`src/rtl/csr_cmd_ctrl.sv`:
```
// CSR command sequencer: parses SPI command/data bytes and shares the single CSR RAM port
// with the internal reload requester by round-robin. Optional: CSR_WR_PROTECT_EN.
module csr_cmd_ctrl #(
    parameter int unsigned ADDR_WIDTH = 6,
    parameter int unsigned DATA_WIDTH = 8,
    parameter int unsigned DEPTH      = 32,
    parameter int unsigned TIMEOUT    = 255
) (
    input  logic                  clk,
    input  logic                  rst,
    input  logic [DATA_WIDTH-1:0] spi_data_in,
    input  logic                  spi_data_rdy,
    output logic [DATA_WIDTH-1:0] spi_data_out,
    output logic                  spi_data_latch,
    input  logic                  int_req,
    input  logic                  int_we,
    input  logic [ADDR_WIDTH-1:0] int_addr,
    input  logic [DATA_WIDTH-1:0] int_wdata,
    output logic                  int_gnt,
    output logic [DATA_WIDTH-1:0] int_rdata,
    output logic                  int_rvalid,
    output logic                  csr_we,
    output logic                  csr_re,
    output logic [ADDR_WIDTH-1:0] csr_addr,
    output logic [DATA_WIDTH-1:0] csr_wdata,
    input  logic [DATA_WIDTH-1:0] csr_rdata,
    output logic                  busy,
    output logic [2:0]            err,
    input  logic                  err_clr
);
    localparam int unsigned CNT_W = $clog2(TIMEOUT + 1);

    typedef enum logic [2:0] {IDLE, WAIT_DATA, RD_REQ, RD_DATA, WR_REQ} state_t;

    state_t                state_q;
    logic [ADDR_WIDTH-1:0] addr_q;
    logic [DATA_WIDTH-1:0] wdata_q;
    logic                  bad_addr_q;
    logic [CNT_W-1:0]      cnt_q;
    logic                  rr_q;         // 0: SPI wins a tie, 1: internal wins a tie
    logic                  int_rd_p1_q;  // internal read granted last cycle, data arrives now

    logic [1:0]            cmd_op;
    logic [ADDR_WIDTH-1:0] cmd_addr;
    logic                  cmd_bad_addr;
    logic                  spi_req, int_req_ok, spi_gnt, int_wr_blocked;
    logic [2:0]            err_set, err_d;

    assign cmd_op       = spi_data_in[DATA_WIDTH-1 -: 2];
    assign cmd_addr     = spi_data_in[ADDR_WIDTH-1:0];
    assign cmd_bad_addr = 32'(cmd_addr) >= DEPTH;

    // Grants are gated by rst so every output is 0 while reset is held.
    assign spi_req    = ~rst & ((state_q == RD_REQ) || (state_q == WR_REQ));
    assign int_req_ok = ~rst & int_req & ~int_rd_p1_q;
    assign spi_gnt    = spi_req & (~int_req_ok | ~rr_q);
    assign int_gnt    = int_req_ok & (~spi_req | rr_q);
    assign busy       = (state_q != IDLE);

`ifdef CSR_WR_PROTECT_EN
    assign int_wr_blocked = int_we && (int_addr == '0);
`else
    assign int_wr_blocked = 1'b0;
`endif

    always_comb begin
        csr_we    = 1'b0;
        csr_re    = 1'b0;
        csr_addr  = '0;
        csr_wdata = '0;
        if (spi_gnt) begin
            csr_addr = addr_q;
            if (state_q == WR_REQ) begin
                csr_we    = ~bad_addr_q;
                csr_wdata = wdata_q;
            end else begin
                csr_re = ~bad_addr_q;
            end
        end else if (int_gnt) begin
            csr_addr  = int_addr;
            csr_we    = int_we & ~int_wr_blocked;
            csr_re    = ~int_we;
            csr_wdata = int_we ? int_wdata : '0;
        end
    end

    always_comb begin
        err_set = 3'b000;
        if (state_q == IDLE && spi_data_rdy) begin
            err_set[0] = ((cmd_op == 2'b01) || (cmd_op == 2'b10)) && cmd_bad_addr;
            err_set[1] = (cmd_op == 2'b11);
        end
        if (int_gnt && int_wr_blocked)
            err_set[1] = 1'b1;
        if (spi_data_rdy && (state_q == RD_REQ || state_q == RD_DATA || state_q == WR_REQ))
            err_set[2] = 1'b1;
        if (state_q == WAIT_DATA && !spi_data_rdy && cnt_q == CNT_W'(TIMEOUT - 1))
            err_set[2] = 1'b1;
        err_d = (err_clr ? 3'b000 : err) | err_set;
    end

    always_ff @(posedge clk or posedge rst) begin
        if (rst) begin
            state_q        <= IDLE;
            addr_q         <= '0;
            wdata_q        <= '0;
            bad_addr_q     <= 1'b0;
            cnt_q          <= '0;
            rr_q           <= 1'b0;
            int_rd_p1_q    <= 1'b0;
            spi_data_out   <= '0;
            spi_data_latch <= 1'b0;
            int_rdata      <= '0;
            int_rvalid     <= 1'b0;
            err            <= 3'b000;
        end else begin
            spi_data_latch <= 1'b0;
            int_rvalid     <= 1'b0;
            err            <= err_d;

            if (spi_gnt)
                rr_q <= 1'b1;
            else if (int_gnt)
                rr_q <= 1'b0;

            int_rd_p1_q <= int_gnt & ~int_we;
            if (int_rd_p1_q) begin
                int_rdata  <= csr_rdata;
                int_rvalid <= 1'b1;
            end

            case (state_q)
                IDLE: begin
                    if (spi_data_rdy) begin
                        addr_q     <= cmd_addr;
                        bad_addr_q <= cmd_bad_addr;
                        if (cmd_op == 2'b01) begin
                            state_q <= RD_REQ;
                        end else if (cmd_op == 2'b10) begin
                            cnt_q   <= '0;
                            state_q <= WAIT_DATA;
                        end
                    end
                end
                WAIT_DATA: begin
                    if (spi_data_rdy) begin
                        wdata_q <= spi_data_in;
                        state_q <= WR_REQ;
                    end else if (cnt_q == CNT_W'(TIMEOUT - 1)) begin
                        state_q <= IDLE;
                    end else begin
                        cnt_q <= cnt_q + 1'b1;
                    end
                end
                RD_REQ: begin
                    if (spi_gnt)
                        state_q <= RD_DATA;
                end
                RD_DATA: begin
                    spi_data_out   <= bad_addr_q ? '0 : csr_rdata;
                    spi_data_latch <= 1'b1;
                    state_q        <= IDLE;
                end
                WR_REQ: begin
                    if (spi_gnt)
                        state_q <= IDLE;
                end
                default: state_q <= IDLE;
            endcase
        end
    end
endmodule

```
`config.mk`:
```
export PLATFORM = sky130hd
export DESIGN_NAME = csr_cmd_ctrl
export DESIGN_NICKNAME = d
export VERILOG_FILES = /design/src/rtl/csr_cmd_ctrl.sv
export SDC_FILE = /design/constraint.sdc
export NUM_CORES = 1
export LEC_CHECK = 0
export CORE_MARGIN = 2
export CORE_UTILIZATION = 39
export DETAILED_ROUTE_END_ITERATION = 6
export GPL_ROUTABILITY_DRIVEN = 1
export PLACE_DENSITY = 0.8
export SLEW_MARGIN = 20
export SYNTH_ARGS = -nofsm -noshare
export SYNTH_HDL_FRONTEND = slang
export SYNTH_SLANG_ARGS = --single-unit
```
`constraint.sdc`:
```
create_clock -name clk -period 2.6 [get_ports clk]
set_clock_uncertainty 0.05 [all_clocks]
set_input_delay 0.26 -clock clk [delete_from_list [all_inputs] [get_ports clk]]
set_output_delay 0.26 -clock clk [all_outputs]
set_load 0.01 [all_outputs]
```
Word-level counts from Yosys, hierarchy flattened
Index checks and enable logic that the tools add are counted.
{"block": "totals", "regBits": 49, "latch_bits": 0, "mem_bits_rw": 0, "mem_bits_ro": 0, "in_bits": 36, "out_inout_bits": 39, "n_memories": 0}
{"block": "op_classes", "n_addsub": 1, "multipliers": 0, "div_mod_pow": 0, "order_cmp": 1, "eq_ne": 17, "shifts": 0, "muxes": 35, "n_bitwise": 16, "reduce_logical": 18}
{"operator": "8-bit two-way mux", "n": 10}
{"operator": "3-bit two-way mux", "n": 8}
{"operator": "8-bit one-hot mux with 2 select lines", "n": 1}
{"operator": "1-bit two-way mux", "n": 12}
{"operator": "6-bit two-way mux", "n": 2}
{"operator": "2-bit inequality test (second input constant)", "n": 6}
{"operator": "3-bit one-hot mux with 4 select lines", "n": 1}
{"operator": "8-bit by 1-bit adder with 8-bit output (second input constant)", "n": 1}
{"operator": "8-bit equality test (second input constant)", "n": 1}
{"operator": "1-bit NOT", "n": 7}
{"operator": "1-bit AND", "n": 6}
{"operator": "3-bit by 2-bit equality test with 1-bit output (second input constant)", "n": 2}
{"operator": "6-bit >= comparator (second input constant)", "n": 1}
{"operator": "6-bit AND reduction", "n": 1}
{"operator": "1-bit logical AND", "n": 5}
{"operator": "5-bit AND reduction", "n": 1}
{"operator": "2-bit equality test (second input constant)", "n": 2}
{"operator": "1-bit logical OR", "n": 4}
{"operator": "2-bit AND reduction", "n": 2}
{"operator": "2-bit nonzero test", "n": 2}
{"operator": "3-bit by 1-bit equality test with 1-bit output (second input constant)", "n": 1}
{"operator": "3-bit equality test (second input constant)", "n": 1}
{"operator": "3-bit zero test", "n": 1}
{"operator": "3-bit by 1-bit inequality test with 1-bit output (second input constant)", "n": 1}
{"operator": "other kinds (8)", "n": 9}

Depth between registers and ports, before layout
Gate-level depths: netlist of run 1.
{"block": "logic_depth", "depth_word": 8, "depth_mapped": 7}

Worst setup path before layout of run 1
OpenSTA, ideal clock, no wires.
{"block": "synth_path", "path_type": "input to output", "startpoint": "input rst", "endpoint": "output csr_wdata[0]", "t_arrival_ps": 2285, "required_ps": 2290, "path_slack_ps": 5, "stages": 6, "path_buffers": 2, "cell_sequence": "inv_1 > o311a_1 > buf_2 > and2_1 > buf_2 > a22o_1"}
{"block": "synth_via", "elab_chain_len": 7}
{"item": "start: declaration", "line": "10", "text": "input logic rst,"}
{"item": "1-bit NOT *", "line": "54, 55"}
{"item": "1-bit AND", "line": "54", "text": "assign spi_req = ~rst & ((state_q == RD_REQ) || (state_q == WR_REQ));"}
{"item": "1-bit NOT", "line": "57", "text": "assign int_gnt = int_req_ok & (~spi_req | rr_q);"}
{"item": "1-bit bitwise OR", "line": "57"}
{"item": "1-bit AND *", "line": "57"}
{"item": "named net int_gnt", "line": "19", "text": "output logic int_gnt,"}
{"item": "8-bit two-way mux *", "line": "79", "text": "end else if (int_gnt) begin"}
{"item": "8-bit two-way mux *", "line": "71", "text": "if (spi_gnt) begin"}
{"item": "end: declaration", "line": "25", "text": "output logic [DATA_WIDTH-1:0] csr_wdata,"}
The timed path passes the listed nets; every way through them passes the cells marked *.

Worst setup path after layout of run 1
{"block": "layout_path", "startpoint": "input int_req", "endpoint": "output csr_we"}
{"block": "layout_via", "elab_chain_len": 6}
{"item": "start: declaration", "line": "15", "text": "input logic int_req,"}
{"item": "1-bit AND * (2 in series)", "line": "55", "text": "assign int_req_ok = ~rst & int_req & ~int_rd_p1_q;"}
{"item": "1-bit NOT", "line": "56", "text": "assign spi_gnt = spi_req & (~int_req_ok | ~rr_q);"}
{"item": "1-bit bitwise OR", "line": "56"}
{"item": "1-bit AND", "line": "56"}
{"item": "1-bit two-way mux *", "line": "71"}
{"item": "end: declaration", "line": "22", "text": "output logic csr_we,"}
Every way passes the cells marked *; elsewhere a longest branch is shown, timed or not.

==> qor.csv, run 1 <==
stage,metric,value,unit
clocking,clock-sinks,49,
critical_path,cp.required,2290,ps
layout,fin_nets,332,
sta,finalHoldViolCount,0,
synth,synth_seq_area_share,0.518,
grt,grt_pass1_vias,1888,
synth,synth_top_area_share,0.518,
drt,vias,1948,
layout,final_core_util,0.571,
run_status,outcome,completed,
synth,yosysTopAreaCell,dfrtp_1,
clocking,cts.hold.buffers_added,0,
sta,rsz0062_at_grt,no,
critical_path,path_class,input port to primary output,
floorplanning,initial_core_util,0.402,
sta,worst_slack,91.2,ps
synth,netlist_instances,210,
grt,grt_pass1_wl,8.46,mm
synth,synth_edf_count,0,
clocking,cts_root_buffer,clkbuf_8,
grt,grt_antenna_before_repair,0,
sta,drv_slew,0,
drt,viasPerCell,5.31,
drt,ant_nets,0,
sta,fin_crit_sh,0.965,
drt,drc_errors,0,
critical_path,worstSetupStartpointType,input port,
drt,drt-total-wl,5.46,mm
place,place_hpwl,3.91,mm
synth,synthTopCellsByCount,"dfrtp_1, nand2_1, mux2_2",
layout,n_fill_cell,506,
floorplanning,die_h,81.9,um
critical_path,reg2reg_from,cnt_q[0],
synth,synthDistinctLibCells,42,
clocking,clockBufferDepth,2,
power,power_density,986,mW/mm2
grt,grt_max_degree,51,
drt,drt-initial-drc-count,68,
place,port_buffers,74,
min_path,min_from,spi_data_out[5],
sta,max_freq,0.399,GHz
layout,fin_area,0.00336,mm2
critical_path,reg2reg_depth,6,
clocking,tritoncts,built,
synth,synth-seq-cells,49,
clocking,numCtsBuffers,5,
floorplanning,rows,28,
layout,antenna_cells,0,
synth,post_synth.cell_area_avg,11.3,um2
drt,wl_per_cell,14.9,um
layout,drive_above_1_share,0.168,
floorplanning,core,0.00589,mm2
floorplanning,die_x,81.9,um
sta,worst_pin_slew,649,ps
clocking,clk_latency,310,ps
min_path,hp-class,register to register,
critical_path,crit_path_end,csr_we,
sta,slew_headroom,0.563,
power,vdd_drop_max,0.495,mV
place,placed_area,0.00321,mm2
synth,yosysWarningCount,0,
synth,yosys_most_used_dff,dfrtp_1,
power,leakagePower,1.53,nW
grt,overflow,0,
floorplanning,ios,75,
grt,grt_use_total,0.165,
job,drv_cap,0,
place,gp_congestion,0.821,
synth,async_flop_share,1.00,
drt,dr.pass1.iters,4,
synth,syn_nets,251,
synth,syn-cell-area,0.00237,mm2
sta,setup_tns,0,ps
floorplanning,dieArea,0.00671,mm2
sta,setup_violations,0,
critical_path,end_kind,primary output,
synth,synthMostInstantiatedCell,dfrtp_1,
clocking,htree_levels,2,
critical_path,crit_arrival,2200,ps
critical_path,cp_max_fo,3,
critical_path,startpoint,int_req,
place,place_ws,47.8,ps
layout,syn_to_final_growth,42.0,%
clocking,clk_pin_slew,100,ps
sta,layout_min_cycle_time,2510,ps
critical_path,r2r_slack,630,ps
critical_path,reg2reg_to,cnt_q[3],
synth,synth.top_cells.by_area,"dfrtp_1, mux2_2, a22o_1",
## through the flow
| stage | total power [mW] | std cells | hold slack, ps |
|---|---|---|---|
| 2_1_floorplan | 2.07 | 210 | 284 |
| 3_5_place_dp | 2.76 | 358 | 420 |
| 6_report | 3.31 | 367 | 439 |
| 3_3_place_gp | 2.72 | 358 | 412 |
| 4_1_cts | 3.35 | 366 | 443 |
| 5_1_grt | 3.54 | 367 | 471 |
## registers in the layout, summed over array words and instances (netlist names)
| name | flops |
|---|---|
| cnt_q | 8 |
| bad_addr_q | 1 |
| err | 3 |
| addr_q | 6 |
| int_rd_p1_q | 1 |
| wdata_q | 8 |
| int_rvalid | 1 |
| spi_data_latch | 1 |
| state_q | 3 |
| spi_data_out | 8 |
| int_rdata | 8 |
| rr_q | 1 |
## cells in the final DEF, fill, tap and decap left out, types with 6 or more instances in the layout
master / n
dfrtp_1: 49
nand2_1: 29
o21ai_0: 13
buf_4: 11
a22o_1: 15
a21oi_1: 6
inv_1: 9
mux2_2: 22
clkdlybuf4s50_1: 69
## cells by family (layout without fill, tap and decap cells)
| group | after synthesis | count (layout) | synth area share |
|---|---|---|---|
| mux | 23 | 23 | 0.109 |
| compound gates | 52 | 52 | 0.168 |
| buf+inv | 22 | 104 | 0.0439 |
| fa+ha+maj | 5 | 5 | 0.0264 |
| simple gates | 58 | 58 | 0.132 |
| xor+xnor | 1 | 1 | 0.00370 |
| flops | 49 | 49 | 0.518 |
## timing repair
item / in CTS / in global routing
endpoints found under the setup margin: 10 / 12
resized for setup: 3 / 7
pin swaps: 0 / 3
setup buffers: 0 / 1
## power by group
group	switching [mW]	internal, mW	leakage [nW]
clock	0.273	0.288	0.0543
sequential	0.215	1.07	0.616
combinational	0.628	0.837	0.859
## layer usage
layer	global-route usage	wire (um)
met1	0.211	2450
met2	0.270	2570
met3	0.0593	375
met4	0.0367	57
met5	0	0
## how the worst min path moves through the flow
stage / slack [ps] / end / cells past startpoint
6_report: 440 / spi_data_out[5] / 2
5_1_grt: 470 / spi_data_out[5] / 2
4_1_cts: 440 / spi_data_out[5] / 2
3_5_place_dp: 420 / spi_data_out[5] / 2
3_3_place_gp: 410 / spi_data_out[5] / 2
2_1_floorplan: 280 / int_rd_p1_q / 1
## area by class of cell
class / instances / area (um2) / share of cell area
clock inverter: 3 / 46.3 / 0.0138
multi-input combinational: 139 / 1050 / 0.312
tap: 75 / 93.8 / 0.0279
inverter: 11 / 41.3 / 0.0123
clock buffer: 5 / 68.8 / 0.0205
sequential: 49 / 1230 / 0.365
timing repair buffer: 85 / 836 / 0.249
## critical path, cell delays in order
cell	delay (ps)
clkdlybuf4s50_1	400
nor2b_1	150
buf_4	150
a2111oi_4	350
nand2_1	140
o21bai_1	170
clkdlybuf4s50_1	560
No activity file was read; power rests on OpenSTA's default activity.
==> inputs of run 2 (changes only) <==
--- a/config.mk
+++ b/config.mk
@@ -5,10 +5,12 @@
 export SDC_FILE = /design/constraint.sdc
 export NUM_CORES = 1
 export LEC_CHECK = 0
+export CAP_MARGIN = 20
 export CORE_MARGIN = 2
 export CORE_UTILIZATION = 39
 export DETAILED_ROUTE_END_ITERATION = 6
 export GPL_ROUTABILITY_DRIVEN = 1
+export MAX_ROUTING_LAYER = met4
 export PLACE_DENSITY = 0.8
 export SLEW_MARGIN = 20
 export SYNTH_ARGS = -nofsm -noshare
==> qor.csv, run 2 (synthesis results as in run 1) <==
stage,metric,value,unit
run_status,outcome,completed,
drt,ant_nets,0,
critical_path,reg2reg_from,state_q[2],
clocking,clockBufferDepth,2,
critical_path,path_class,input port to primary output,
critical_path,cp_max_fo,3,
min_path,hp-class,register to register,
grt,grt_max_degree,51,
layout,final_cell_mix,"clkdlybuf4s50_1, dfrtp_1, nand2_1",
sta,layout_min_cycle_time,2500,ps
clocking,tritoncts,built,
clocking,numCtsBuffers,5,
place,port_buffers,74,
drt,viasPerCell,5.26,
clocking,clk_pin_slew,100,ps
place,gp_congestion,0.833,
critical_path,crit_slowest_cell,clkdlybuf4s50_1,
job,drv_cap,0,
floorplanning,die_x,81.9,um
floorplanning,rows,28,
layout,syn_to_final_growth,42.1,%
sta,max_freq,0.400,GHz
sta,worst_slack,98.4,ps
sta,slew_headroom,0.586,
drt,drc_errors,0,
clocking,cts.hold.buffers_added,0,
drt,drt-total-wl,5.42,mm
layout,n_fill_cell,505,
floorplanning,die_h,81.9,um
layout,drive_above_1_share,0.168,
grt,overflow,0,
sta,finalHoldViolCount,0,
place,place_hpwl,3.91,mm
layout,fin_nets,332,
power,vdd_drop_max,0.495,mV
critical_path,slowest_delay,550,ps
drt,vias,1932,
critical_path,crit_arrival,2190,ps
critical_path,crit_family,buffers and inverters,
clocking,clock-sinks,49,
sta,worst_pin_slew,615,ps
min_path,min_from,spi_data_out[5],
place,place_ws,47.8,ps
layout,antenna_cells,0,
drt,drt-initial-drc-count,62,
sta,setup_tns,0,ps
floorplanning,dieArea,0.00671,mm2
sta,fin_crit_sh,0.962,
drt,dr.pass1.iters,4,
floorplanning,initial_core_util,0.402,
clocking,clk_latency,310,ps
drt,wl_per_cell,14.8,um
grt,grt_antenna_before_repair,0,
layout,final_common_cell,clkdlybuf4s50_1,
grt,grt_pass1_vias,1876,
sta,rsz0062_at_grt,no,
critical_path,cp.required,2290,ps
floorplanning,ios,75,
sta,setup_violations,0,
power,leakagePower,1.55,nW
critical_path,crit_chain,clkdlybuf4s50_1 -> nor2b_1 -> buf_4 -> a2111oi_4 -> buf_4 -> a22o_1 -> clkdlybuf4s50_1,
sta,drv_slew,0,
floorplanning,core,0.00589,mm2
clocking,htree_levels,2,
grt,grt_pass1_wl,8.43,mm
critical_path,startpoint,int_req,
clocking,cts_root_buffer,clkbuf_8,
power,power_density,983,mW/mm2
critical_path,worstSetupStartpointType,input port,
grt,grt_use_total,0.169,
critical_path,end_kind,primary output,
critical_path,path_buf_inv,4,
[run 2: worst reg2reg max path, stage by stage, from the launching register on]
cell	delay, ps
dfrtp_1	410
buf_4	180
nor3_1	360
and2_1	450
mux2_2	390
[run 2: timing repair]
action / CTS / global route
setup endpoints to repair: 10 / 12
pin swaps: 0 / 3
gates resized for setup: 3 / 8
setup buffers: 0 / 1
[run 2: metal layers]
layer / routed length (um) / part of all wire / global-route usage / vias to the layer above
li1: - / - / - / 918
met1: 2410 / 0.45 / 0.214 / 941
met2: 2600 / 0.48 / 0.270 / 69
met3: 369 / 0.068 / 0.0505 / 4
met4: 35 / 0.0065 / 0.0367 / 0
met5: 0 / 0 / - / -
[run 2: area by class of cell]
type,instances,area (um2),share of cell area
flip-flops and latches,49,1230,0.364
multi-input cells,139,1050,0.312
repair buffers,85,838,0.249
well taps,75,93.8,0.0279
clock buffers,5,68.8,0.0205
clock inverters,3,46.3,0.0138
inverters,11,41.3,0.0123
[run 2: final timing paths]
check / cells after the start / slack, ps / to
max reg2reg: 4 / 660 / addr_q[1]
min reg2reg: 2 / 440 / spi_data_out[5]
min: 2 / 440 / spi_data_out[5]
min in group asynchronous: 3 / 550 / int_rd_p1_q
max in group asynchronous: 3 / 1530 / cnt_q[2]
max: 7 / 100 / csr_addr[4]
[run 2: power breakdown]
| group | internal (mW) | switching, mW | total [mW] |
|---|---|---|---|
| Combinational | 0.837 | 0.625 | 1.46 |
| Clock | 0.288 | 0.270 | 0.558 |
| Sequential | 1.07 | 0.215 | 1.29 |
| Total | 2.20 | 1.11 | 3.31 |
[run 2: per-stage QoR]
stage / power [mW] / hold slack [ps] / cell area [um2] / instances / util
after floorplan: 2.07 / 284 / 2370 / 210 / -
after detailed placement: 2.76 / 420 / 3210 / 358 / 0.546
after global routing: 3.54 / 471 / 3360 / 367 / 0.572
after CTS: 3.35 / 443 / 3340 / 366 / 0.567
final: 3.31 / 439 / 3360 / 367 / 0.572
after global placement: 2.72 / 412 / 3210 / 358 / 0.546
==> inputs of run 3 (changes only) <==
--- a/config.mk
+++ b/config.mk
@@ -11,7 +11,7 @@
 export DETAILED_ROUTE_END_ITERATION = 6
 export GPL_ROUTABILITY_DRIVEN = 1
 export MAX_ROUTING_LAYER = met4
-export PLACE_DENSITY = 0.8
+export PLACE_DENSITY = 0.72
 export SLEW_MARGIN = 20
 export SYNTH_ARGS = -nofsm -noshare
 export SYNTH_HDL_FRONTEND = slang
==> qor.csv, run 3 (synthesis results as in run 1) <==
stage,metric,value,unit
critical_path,crit_arrival,2190,ps
floorplanning,core,0.00589,mm2
clocking,clockBufferDepth,2,
clocking,htree_levels,2,
layout,final_cell_mix,"clkdlybuf4s50_1, dfrtp_1, nand2_1",
place,port_buffers,74,
floorplanning,die_h,81.9,um
critical_path,worstSetupStartpointType,input port,
clocking,clk_pin_slew,80,ps
critical_path,r2r_slack,610,ps
layout,syn_to_final_growth,40.4,%
power,power_density,989,mW/mm2
floorplanning,dieArea,0.00671,mm2
drt,drt-total-wl,5.58,mm
layout,instances_no_fill,364,
run_status,outcome,completed,
sta,max_freq,0.400,GHz
layout,fin_nets,330,
grt,grt_use_total,0.179,
critical_path,reg2reg_from,state_q[2],
sta,rsz0062_at_grt,no,
clocking,tritoncts,built,
sta,finalHoldViolCount,0,
min_path,hp-class,register to register,
drt,viasPerCell,5.23,
sta,drv_slew,0,
job,drv_cap,0,
place,place_inst,357,
place,place_hpwl,4.09,mm
layout,final_core_util,0.565,
layout,final_common_cell,clkdlybuf4s50_1,
layout,antenna_cells,0,
place,placed_area,0.00321,mm2
critical_path,startpoint,int_req,
power,p_total,3.29,mW
floorplanning,ios,75,
sta,layout_min_cycle_time,2500,ps
grt,grt_use_met3,0.0440,
critical_path,cp_max_fo,3,
critical_path,cp.required,2290,ps
floorplanning,die_x,81.9,um
critical_path,crit_chain,clkdlybuf4s50_1 -> nor2b_1 -> buf_4 -> a2111oi_4 -> buf_4 -> a22o_1 -> clkdlybuf4s50_1,
clocking,clock-sinks,49,
grt,grt_pass1_vias,1906,
grt,grt_max_degree,51,
critical_path,crit_slowest_cell,clkdlybuf4s50_1,
floorplanning,initial_core_util,0.402,
critical_path,slowest_delay,540,ps
grt,overflow,0,
sta,worst_pin_slew,619,ps
critical_path,end_kind,primary output,
drt,dr.pass1.iters,4,
place,gp_congestion,0.790,
clocking,numCtsBuffers,5,
sta,setup_tns,0,ps
critical_path,path_class,input port to primary output,
grt,top_usage_layer,met2,
power,vdd_drop_max,0.398,mV
drt,drc_errors,0,
layout,drive_above_1_share,0.159,
grt,use_met1,0.230,
clocking,cts.hold.buffers_added,0,
clocking,cts_root_buffer,clkbuf_8,
grt,grt_antenna_before_repair,0,
drt,ant_nets,0,
sta,setup_violations,0,
sta,fin_crit_sh,0.962,
power,leakagePower,1.46,nW
clocking,clk_latency,300,ps
floorplanning,rows,28,
drt,vias,1903,
grt,gr-usage-met2,0.284,
min_path,min_from,spi_data_out[5],
grt,grt_pass1_wl,8.90,mm
drt,drt-initial-drc-count,118,
layout,fin_area,0.00332,mm2
drt,wl_per_cell,15.3,um
sta,slew_headroom,0.584,
## run 3: cell types whose count changed in the layout (fill, tap and decap cells not counted)
cell | before | now
buf_4 | 11 | 9
clkdlybuf4s50_1 | 68 | 72
clkinv_2 | 0 | 1
clkinv_4 | 1 | 0
clkinvlp_4 | 1 | 0
dlygate4sd2_1 | 0 | 1
dlymetal6s2s_1 | 6 | 1
## run 3: per-layer routing
| layer | part of all wire | wire length [um] |
|---|---|---|
| met5 | 0 | 0 |
| met4 | 0.012 | 68 |
| met3 | 0.060 | 334 |
| met2 | 0.47 | 2630 |
| met1 | 0.46 | 2550 |
## run 3: worst paths after layout
path / endpoint / depth (start not counted)
worst max-delay path: csr_addr[1] / 7
worst min-delay path: spi_data_out[5] / 2
worst max register to register: cnt_q[5] / 5
worst min register to register: spi_data_out[5] / 2
max in group asynchronous: cnt_q[2] / 3
min in group asynchronous: int_rd_p1_q / 3
## run 3: worst max-delay path: cells and delay by family
family / cells / cell delay [ps]
buffers and inverters: 4 / 1290
and+or+nand+nor: 1 / 150
AOI/OAI and AO/OA: 2 / 480
## run 3: stage by stage
stage	hold slack [ps]	worst slack, ps
3_3_place_gp	414	69.9
3_5_place_dp	421	70.5
6_report	437	98.1
4_1_cts	441	47.2
5_1_grt	464	9.33
2_1_floorplan	284	5.37
## run 3: area by class of cell
class,instances,area (um2)
sequential,49,1230
tap,75,93.8
inverter,11,41.3
clock inverter,2,35.0
clock buffer,5,68.8
timing repair buffer,83,810
multi-input combinational,139,1050
fill,536,2560
## run 3: what timing repair did
item,4_1_cts,5_1_grt
pin swaps,1,2
setup endpoints to repair,10,14
setup buffers,0,0
resized for setup,4,3
## run 3: where the power goes
| group | internal [mW] | switching [mW] |
|---|---|---|
| Sequential | 1.07 | 0.225 |
| Clock | 0.280 | 0.245 |
| Combinational | 0.830 | 0.636 |
| Total | 2.18 | 1.11 |
